### src/rtl/tlc_pkg.sv
// Shared types and light encodings for the multiphase traffic-light controller.
// The state encoding leaves 3'd7 unused; the controller maps it back to IDLE.
package tlc_pkg;

    typedef enum logic [2:0] {
        IDLE      = 3'd0,
        GREEN     = 3'd1,
        YELLOW    = 3'd2,
        ALL_RED   = 3'd3,
        PED_WALK  = 3'd4,
        PED_CLEAR = 3'd5,
        EMER_HOLD = 3'd6
    } state_t;

    localparam logic [2:0] LT_RED = 3'b100;
    localparam logic [2:0] LT_YEL = 3'b010;
    localparam logic [2:0] LT_GRN = 3'b001;

endpackage

### src/rtl/tlc_rr_pick.sv
// Round-robin search over the pending-car mask.
// The search starts just after i_cur, wraps, and ends at i_cur itself.
module tlc_rr_pick #(
    parameter int N_PHASES = 4
) (
    input  logic [N_PHASES-1:0]         i_pend,
    input  logic [$clog2(N_PHASES)-1:0] i_cur,
    output logic                        o_valid,
    output logic [$clog2(N_PHASES)-1:0] o_idx
);

    localparam int PW = $clog2(N_PHASES);

    // NOTE: every output gets a default before the loop so no latch is inferred.
    always_comb begin
        logic [PW-1:0] w_cand;
        o_valid = 1'b0;
        o_idx   = i_cur;
        w_cand  = '0;
        // Walk from the farthest candidate to the nearest so the nearest hit wins.
        for (int k = N_PHASES; k >= 1; k--) begin
            w_cand = PW'((int'(i_cur) + k) % N_PHASES);
            if (i_pend[w_cand]) begin
                o_valid = 1'b1;
                o_idx   = w_cand;
            end
        end
    end

endmodule

### src/rtl/tlc_multiphase.sv
// N-phase intersection controller with latched car/pedestrian requests and
// emergency preemption that always clears through yellow and all-red.
module tlc_multiphase
    import tlc_pkg::*;
#(
    parameter int N_PHASES      = 4,
    parameter int TW            = 8,
    parameter int YELLOW_CYC    = 3,
    parameter int ALLRED_CYC    = 2,
    parameter int PED_CLEAR_CYC = 4
) (
    input  logic                        clk,
    input  logic                        rst,
    input  logic [TW-1:0]               green_time,
    input  logic [TW-1:0]               walk_time,
    input  logic [N_PHASES-1:0]         car_req,
    input  logic                        ped_req,
    input  logic                        emergency,
    output logic [3*N_PHASES-1:0]       lights,
    output logic                        ped_walk,
    output logic                        ped_flash,
    output logic                        emer_active,
    output logic [$clog2(N_PHASES)-1:0] cur_phase
);

    localparam int            PW        = $clog2(N_PHASES);
    localparam logic [TW-1:0] YEL_LAST  = TW'(YELLOW_CYC - 1);
    localparam logic [TW-1:0] AR_LAST   = TW'(ALLRED_CYC - 1);
    localparam logic [TW-1:0] PC_LAST   = TW'(PED_CLEAR_CYC - 1);
    localparam logic [TW-1:0] TIMER_MAX = '1;

    state_t                  r_state;
    logic [TW-1:0]           r_timer;
    logic [TW-1:0]           r_dwell;
    logic [N_PHASES-1:0]     r_car_pend;
    logic                    r_ped_pend;
    logic [PW-1:0]           r_cur_phase;
    logic [3*N_PHASES-1:0]   r_lights;
    logic                    r_ped_walk;
    logic                    r_ped_flash;
    logic                    r_emer_active;

    state_t                  w_next_state;
    state_t                  w_dec_state;
    logic [PW-1:0]           w_next_phase;
    logic [PW-1:0]           w_dec_phase;
    logic [PW-1:0]           w_pick_idx;
    logic                    w_pick_valid;
    logic                    w_green_entry;
    logic                    w_walk_entry;
    logic [TW-1:0]           w_green_dwell;
    logic [TW-1:0]           w_walk_dwell;
    logic [N_PHASES-1:0]     w_grant_mask;
    logic [3*N_PHASES-1:0]   w_next_lights;

    tlc_rr_pick #(
        .N_PHASES (N_PHASES)
    ) u_rr_pick (
        .i_pend  (r_car_pend),
        .i_cur   (r_cur_phase),
        .o_valid (w_pick_valid),
        .o_idx   (w_pick_idx)
    );

    assign w_green_dwell = (green_time == '0) ? TW'(1) : green_time;
    assign w_walk_dwell  = (walk_time  == '0) ? TW'(1) : walk_time;

    // Shared decision point: emergency, then pedestrians, then round-robin cars.
    always_comb begin
        w_dec_state = IDLE;
        w_dec_phase = r_cur_phase;
        if (emergency) begin
            w_dec_state = EMER_HOLD;
        end else if (r_ped_pend) begin
            w_dec_state = PED_WALK;
        end else if (w_pick_valid) begin
            w_dec_state = GREEN;
            w_dec_phase = w_pick_idx;
        end
    end

    always_comb begin
        w_next_state = r_state;
        w_next_phase = r_cur_phase;
        case (r_state)
            IDLE: begin
                w_next_state = w_dec_state;
                w_next_phase = w_dec_phase;
            end
            GREEN: begin
                if (emergency || r_timer == r_dwell - TW'(1)) w_next_state = YELLOW;
            end
            YELLOW: begin
                if (r_timer == YEL_LAST) w_next_state = ALL_RED;
            end
            ALL_RED: begin
                if (r_timer == AR_LAST) begin
                    w_next_state = w_dec_state;
                    w_next_phase = w_dec_phase;
                end
            end
            PED_WALK: begin
                if (emergency || r_timer == r_dwell - TW'(1)) w_next_state = PED_CLEAR;
            end
            PED_CLEAR: begin
                if (r_timer == PC_LAST) w_next_state = ALL_RED;
            end
            EMER_HOLD: begin
                if (!emergency) w_next_state = ALL_RED;
            end
            default: w_next_state = IDLE;
        endcase
    end

    assign w_green_entry = (w_next_state == GREEN)    && (r_state != GREEN);
    assign w_walk_entry  = (w_next_state == PED_WALK) && (r_state != PED_WALK);

    // Lights are decoded from the next state so they switch with the state register.
    always_comb begin
        w_grant_mask  = '0;
        w_next_lights = '0;
        if (w_green_entry) w_grant_mask[w_next_phase] = 1'b1;
        for (int i = 0; i < N_PHASES; i++) begin
            w_next_lights[3*i +: 3] = LT_RED;
            if (PW'(i) == w_next_phase) begin
                if (w_next_state == GREEN)  w_next_lights[3*i +: 3] = LT_GRN;
                if (w_next_state == YELLOW) w_next_lights[3*i +: 3] = LT_YEL;
            end
        end
    end

    // NOTE: sequential state uses non-blocking assignments so every register
    // samples the pre-edge values computed by the combinational blocks.
    always_ff @(posedge clk or posedge rst) begin
        if (rst) begin
            r_state       <= IDLE;
            r_timer       <= '0;
            r_dwell       <= '0;
            r_car_pend    <= '0;
            r_ped_pend    <= 1'b0;
            r_cur_phase   <= PW'(N_PHASES - 1);
            r_lights      <= {N_PHASES{LT_RED}};
            r_ped_walk    <= 1'b0;
            r_ped_flash   <= 1'b0;
            r_emer_active <= 1'b0;
        end else begin
            r_state <= w_next_state;
            if (w_next_state != r_state) begin
                r_timer <= '0;
            end else if (r_timer != TIMER_MAX) begin
                r_timer <= r_timer + TW'(1);
            end
            if (w_green_entry) begin
                r_dwell <= w_green_dwell;
            end else if (w_walk_entry) begin
                r_dwell <= w_walk_dwell;
            end
            // A request arriving on the grant edge is absorbed by that grant.
            r_car_pend    <= (r_car_pend | car_req) & ~w_grant_mask;
            r_ped_pend    <= (r_ped_pend | ped_req) & ~w_walk_entry;
            r_cur_phase   <= w_next_phase;
            r_lights      <= w_next_lights;
            r_ped_walk    <= (w_next_state == PED_WALK);
            r_ped_flash   <= (w_next_state == PED_CLEAR);
            r_emer_active <= (w_next_state == EMER_HOLD);
        end
    end

    assign lights      = r_lights;
    assign ped_walk    = r_ped_walk;
    assign ped_flash   = r_ped_flash;
    assign emer_active = r_emer_active;
    assign cur_phase   = r_cur_phase;

endmodule

### config.mk
export PLATFORM = sky130hd
export DESIGN_NAME = tlc_multiphase
export DESIGN_NICKNAME = d
export VERILOG_FILES = /design/src/rtl/tlc_pkg.sv /design/src/rtl/tlc_rr_pick.sv /design/src/rtl/tlc_multiphase.sv
export SDC_FILE = /design/constraint.sdc
export NUM_CORES = 1
export LEC_CHECK = 0
export ABC_AREA = 1
export CORE_ASPECT_RATIO = 1.2
export CORE_MARGIN = 2
export CORE_UTILIZATION = 56
export CTS_BUF_LIST = sky130_fd_sc_hd__clkbuf_4 sky130_fd_sc_hd__clkbuf_8
export CTS_CLUSTER_DIAMETER = 120
export DETAILED_ROUTE_END_ITERATION = 8
export GPL_ROUTABILITY_DRIVEN = 0
export GPL_TIMING_DRIVEN = 0
export PLACE_DENSITY = 0.83
export SLEW_MARGIN = 20
export SYNTH_ARGS = -nofsm -noshare
export SYNTH_HDL_FRONTEND = slang
export SYNTH_SLANG_ARGS = --single-unit
### constraint.sdc
create_clock -name clk -period 2.5 [get_ports clk]
set_input_delay 0.5 -clock clk [delete_from_list [all_inputs] [get_ports clk]]
set_output_delay 0.5 -clock clk [all_outputs]
set_load 0.02 [all_outputs]
# [Word level (Yosys, flattened, before mapping)]
# Cells that the tools add are included.
[word_totals] regBits=41 input_bits=24 out_inout_bits=17 elab_cells=106
[classes] addsub=6 magnitude_cmp=6 eq_ne=22 mux=46 n_bitwise=6 n_reduce_logical=10
[ops] op="2-to-1 mux 8 bit" count=6
[ops] op="2-to-1 mux 3 bit" count=14
[ops] op="case mux 3 bit (7 select lines)" count=1
[ops] op="== test 3 bit (second input constant)" count=6
[ops] op="== test 8 x 2 -> 1 bit (second input constant)" count=2
[ops] op="zero test 8 bit" count=2
[ops] op="2-to-1 mux 2 bit" count=8
[ops] op="less-than comparator 2 x 3 -> 1 bit (second input constant)" count=5
[ops] op="2-to-1 mux 1 bit" count=10
[ops] op="== test 3 x 2 -> 1 bit (second input constant)" count=3
[ops] op="adder 8 x 1 -> 8 bit (second input constant)" count=1
[ops] op="binary-select mux 1 bit (select 2 bit)" count=4
[ops] op="== test 8 x 1 -> 1 bit (second input constant)" count=1
[ops] op="== test 8 bit" count=1
[ops] op="!= test 8 bit (second input constant)" count=1
[ops] op="subtractor 8 x 1 -> 8 bit (second input constant)" count=1
[ops] op="== test 3 x 1 -> 1 bit (second input constant)" count=2
[ops] op="adder 2 x 1 -> 2 bit (second input constant)" count=2
[ops] op="adder 2 bit (second input constant)" count=2
[ops] op="AND 4 bit" count=1
[ops] op="== test 2 bit (first input constant)" count=2
[ops] op="2-to-1 mux 4 bit" count=1
[ops] op="NOT 4 bit" count=1
[ops] op="bitwise OR 4 bit" count=1
[ops] op="15 further kinds" count=18

# [Depth between registers and ports, before layout]
[logic_depth] depth_word=19 ltp_mapped=18 depth_no_buf=18

# [Cells and area by module]
# A second synthesis with hierarchy kept.
[hier_totals] cells_unflattened=352 area_unflattened_um2=2551.2
[modules_own_cells] mod="tlc_multiphase" n_inst=1 cells_per_inst=306 area_each_um2=2337.2 seq_area_each_um2=1033.5
[modules_own_cells] mod="tlc_rr_pick" n_inst=1 cells_per_inst=46 area_each_um2=214.0 seq_area_each_um2=0.0

# [Worst setup path after synthesis]
# OpenSTA, ideal clock, no wires.
[synth_path] path_kind="reg-to-reg" from="register r_dwell[0]" to="register r_dwell[0]" setup_time_ps=117 arrival_time_ps=1859 t_required_ps=2383 setup_slack_ps=524 stages_incl_launch_ff=17 path_buffers=0 period_less_slack_ps=1976 path_cell_list="dfrtp_1 inv_2 ha_1 nand2_1 inv_1 nor2_1 nand2_1 nor2_1 nand3_1 nor2_2 nand3_2 a21oi_1 nor2_4 nand3_4 nand2_4 nand2_1 nand2_1"
[synth_via] elab_chain_cells=8 elab_cells_between_ends=12 classes_between="add/sub (1); eq/ne (3); mux (4); reduce/logical (4)"
[synth_lines] item="from (decl)" line_no="tlc_multiphase.sv:34" source="logic [TW-1:0] r_dwell;"
[synth_lines] item="from (signal assigned)" line_no="tlc_multiphase.sv:154" source="r_dwell <= w_green_dwell;"
[synth_lines] item="from (signal assigned)" line_no="tlc_multiphase.sv:156" source="r_dwell <= w_walk_dwell;"
[synth_lines] item="subtractor 8 x 1 -> 8 bit (*)" line_no="tlc_multiphase.sv:91, tlc_multiphase.sv:103"
[synth_lines] item="== test 8 bit (*)" line_no="tlc_multiphase.sv:91, tlc_multiphase.sv:103"
[synth_lines] item="logical OR 1 bit (*)" line_no="tlc_multiphase.sv:91, tlc_multiphase.sv:103"
[synth_lines] item="2-to-1 mux 3 bit, on equally long branches" line_no="tlc_multiphase.sv:103, tlc_multiphase.sv:91"
[synth_lines] item="case mux 3 bit (7 select lines) (*)" line_no="tlc_multiphase.sv:85" source="case (r_state)"
[synth_lines] item="== test 3 x 1 -> 1 bit / == test 3 bit (equally long branches)" line_no="tlc_multiphase.sv:115, tlc_multiphase.sv:116"
[synth_lines] item="logical AND 1 bit, on equally long branches" line_no="tlc_multiphase.sv:115, tlc_multiphase.sv:116"
[synth_lines] item="2-to-1 mux 8 bit / nonzero test 2 bit (equally long branches)"
# Mark *: on every way between the ends. The rest lies on a longest branch, timed or not.
# A chain may end at the register's enable or synchronous reset.

# [Final worst setup path]
[layout_path] from="register r_dwell[0]" to="register r_dwell[7]"
[layout_via] elab_chain_cells=8 elab_cells_between_ends=12 classes_between="add/sub (1); eq/ne (3); mux (4); reduce/logical (4)"
[layout_lines] item="subtractor 8 x 1 -> 8 bit (*)" line_no="tlc_multiphase.sv:91, tlc_multiphase.sv:103"
[layout_lines] item="== test 8 bit (*)" line_no="tlc_multiphase.sv:91, tlc_multiphase.sv:103"
[layout_lines] item="logical OR 1 bit (*)" line_no="tlc_multiphase.sv:91, tlc_multiphase.sv:103"
[layout_lines] item="2-to-1 mux 3 bit, on equally long branches" line_no="tlc_multiphase.sv:103, tlc_multiphase.sv:91"
[layout_lines] item="case mux 3 bit (7 select lines) (*)" line_no="tlc_multiphase.sv:85"
[layout_lines] item="via w_next_state[1]" line_no="tlc_multiphase.sv:43" source="state_t w_next_state;"
[layout_lines] item="== test 3 x 1 -> 1 bit / == test 3 bit (equally long branches)" line_no="tlc_multiphase.sv:115, tlc_multiphase.sv:116"
[layout_lines] item="logical AND 1 bit, on equally long branches" line_no="tlc_multiphase.sv:115, tlc_multiphase.sv:116"
[layout_lines] item="2-to-1 mux 8 bit / nonzero test 2 bit (equally long branches)"
# Mark *: on every way through the listed nets, which the timed path passes. The rest lies on a longest branch.

==> results.md <==
* Status: completed
* Max-slew headroom at 70.2%
* Port bufs at 40
* Worst Hold Class: reg -> reg
* CP Launch Type: flip-flop
* Core ar. at 4530 um2
* Initial DRC count at 113
* Syn Area/Cell at 7.44 um2
* Die area at 5170 um2
* Hold-fix buffers at CTS at 0
* Setup repair after global routing missed its margin: no
* Crit path arrival time at 2.43 ns
* Seq cells post-synth at 41
* Vias in the first global route at 2222
* Initial antenna violation count at 0
* Main combinational cell family by area after synthesis: simple AND/OR/NAND/NOR gates
* Xor/xnor share of the synthesized area at 3.88%
* LEAKAGE at 1.54 nW
* Post_cts resized at 0
* Initial Util at 57.0%
* Antenna diodes at 0
* Crit path capture type: flip-flop
* Cell area after synthesis at 2580 um2
* Share of post-route cells with drive strength above 1 at 18.2%
* H-tree levels at 2
* Multiplexer share of the synthesized area at 0%
* Logic pwr share at 54.8%
* Slew Limit Fails at 0
* Synth Area in Adders at 1.94%
* Yosys cell types at 34
* NetSw at 1.69 mW
* DP Wirelength at 4.34 mm
* Area delta synth->final at 24.7%
* Worst Path Required at 2.69 ns
* Most frequent cells in the layout: nand2_1, clkdlybuf4s50_1, inv_1
* Largest net degree at the start of global routing at 24
* Most common cell after layout, fill and taps aside: nand2_1
* Asr flop ratio synth at 100%
* Total number of vias at 2314
* Post-Synthesis Cells at 347
* Clock power share at 17.8%
* Final ANT Viol Nets at 0
* CTS buffer count at 5
* Nets at 423
* Root buffer cell: clkbuf_8
* Clock Skew at 0.0129 ns
* Post-layout min period at 2.24 ns
* Sequential-to-total area share from yosys stat at 40.0%
* EDFF count, synth at 0
* Internal cell power at 2.00 mW
* Sw frac at 45.8%
* Drt total wl at 5.46 mm
* Global-route wire length before repair at 9.18 mm
* Seq pwr share at 27.4%
* Hold path cells at 2
* Clock slew at reported path FFs at 0.09 ns
* Power Density at 1150 nW/um2
* Crit Path Class: reg -> reg
* Setup slack at placement at 0.169 ns
* Final hold viol count at 0
* Worst-Margin Slew at 0.446 ns
* Worst reg2reg path endpoint: r_dwell[7]
* Wire length per cell at 12.0 um
* GRT Overall Usage at 22.8%
* Bufs on Longest Clock Path at 2
* Synth Warn # at 0
* Worst-Skew Late Latency at 0.30 ns
* TritonCTS sink count at 41
* Row cnt at 27
* Fmax at 0.446 GHz
* First drt pass iteration count at 4
* Max-cap viol count at 0
* R2r worst-path depth at 18
* Residual DRC at 0
* FF-to-FF setup slack at 0.26 ns
* Hold worst-path end: r_car_pend[0]
* HP Start: r_car_pend[0]
* Reg2Reg Launch Point: r_dwell[0]
* Via/cell ratio at 5.10
* Endpoints failing setup at 0
* Chip Width at 66.0 um
* Post-route setup slack at 0.255 ns
* Simple-gate share of the synthesized area at 38.9%
* Worst Path Max Fanout at 10
* Peak supply drop at 0.576 mV
* Setup TNS at 0 ns
* Setup repair bufs after CTS at 0
* Final Cycle Share at 89.8%
* Gr ovfl total at 0
* Compound-Gate Fraction of Synth Area at 6.30%
* CTS tree: built
* Chip height at 78.4 um
* I/O Pins at 41
* Synthesized Nets at 375
* Main synth FF type: dfrtp_1
-- kinds of logic after synthesis --
logic type / count (synthesis)
buf+inv: 59
simple gates: 204
fa+ha+maj: 4
xor+xnor: 9
compound gates: 30
flops: 41
-- metal layers --
| layer | vias to the layer above | global-route usage [%] | share of wire (%) |
|---|---|---|---|
| met4 | 0 | 7.55 | 1.5 |
| met5 | - | 0 | 0 |
| li1 | 1189 | - | - |
| met3 | 6 | 4.01 | 3.4 |
| met1 | 1075 | 26.0 | 42 |
| met2 | 44 | 42.2 | 53 |
-- critical path, stage by stage, from the launching register on --
cell	delay (ns)
dfrtp_1	0.39
inv_2	0.07
ha_1	0.31
nand2_1	0.07
inv_1	0.04
nor2_1	0.08
nand2_1	0.06
nor2_1	0.09
nand3_1	0.09
nor2_2	0.10
nand3_2	0.11
nand2_1	0.12
nand2_2	0.08
nand2_4	0.13
nor2_4	0.05
nand3_4	0.13
nand2_4	0.09
nand2_1	0.08
nand2_1	0.05
-- cell type report --
class | count | area (um2)
plain buffers | 4 | 23.8
clock buffers | 5 | 68.8
clock inverters | 3 | 68.8
fillers | 399 | 1310
inverters | 55 | 208
multi-input cells | 247 | 1320
flip-flops and latches | 41 | 1030
well taps | 58 | 72.6
repair buffers | 41 | 428
-- power groups by stage --
stage,registers [mW],logic [mW],clock network (mW)
finish,1.01,2.02,0.657
global route,1.03,2.27,0.693
CTS,1.01,2.03,0.671
detailed placement,1.03,2.01,0
global placement,1.02,1.94,0
floorplan,1.09,1.45,0
-- Yosys cell counts (2+ instances only) --
library cell	count	area share, %
ha_1	4	1.9
nand2_4	4	1.7
nand3_1	28	5.4
nand2_2	3	0.73
nand4_1	5	1.2
xor2_1	7	2.4
nor2_2	15	3.6
o22ai_1	2	0.48
inv_2	15	2.2
o21ai_0	12	2.3
buf_4	2	0.58
nor2_1	33	4.8
nand2_1	89	13
nor3_1	12	2.3
o21ai_1	8	1.6
dfrtp_1	35	34
inv_1	39	5.7
nor2_4	4	1.7
dfstp_2	6	6.1
nand3_2	6	2.3
nor4_1	2	0.48
a21oi_1	4	0.78
-- metrics by stage --
stage | cells | area [um2] | hold slack [ns] | total power [mW] | util (%)
2_1_floorplan | 347 | 2580 | 0.450 | 2.54 | -
3_3_place_gp | 445 | 3060 | 0.473 | 2.96 | 67.5
3_5_place_dp | 446 | 3080 | 0.475 | 3.04 | 68.1
4_1_cts | 454 | 3220 | 0.499 | 3.71 | 71.1
5_1_grt | 454 | 3220 | 0.515 | 4.00 | 71.1
6_report | 454 | 3220 | 0.493 | 3.69 | 71.1
-- flip-flops by register name, indices dropped and copies added (netlist names) --
name         count
r_ped_pend       1
lights          12
cur_phase        2
r_state          3
ped_walk         1
r_dwell          8
r_car_pend       4
emer_active      1
r_timer          8
ped_flash        1
-- how the worst max path moves through the flow --
stage,cells after the start,end,slack [ns],from
after floorplan,16,r_dwell[0],0.52,r_dwell[0]
after global placement,11,r_dwell[6],0.18,emergency
after detailed placement,11,r_dwell[7],0.17,emergency
after CTS,18,r_dwell[7],0.24,r_dwell[0]
after global routing,14,r_dwell[4],0.06,r_dwell[0]
final,18,r_dwell[7],0.26,r_dwell[0]
Note: power is estimated with default switching activity, not from simulation.
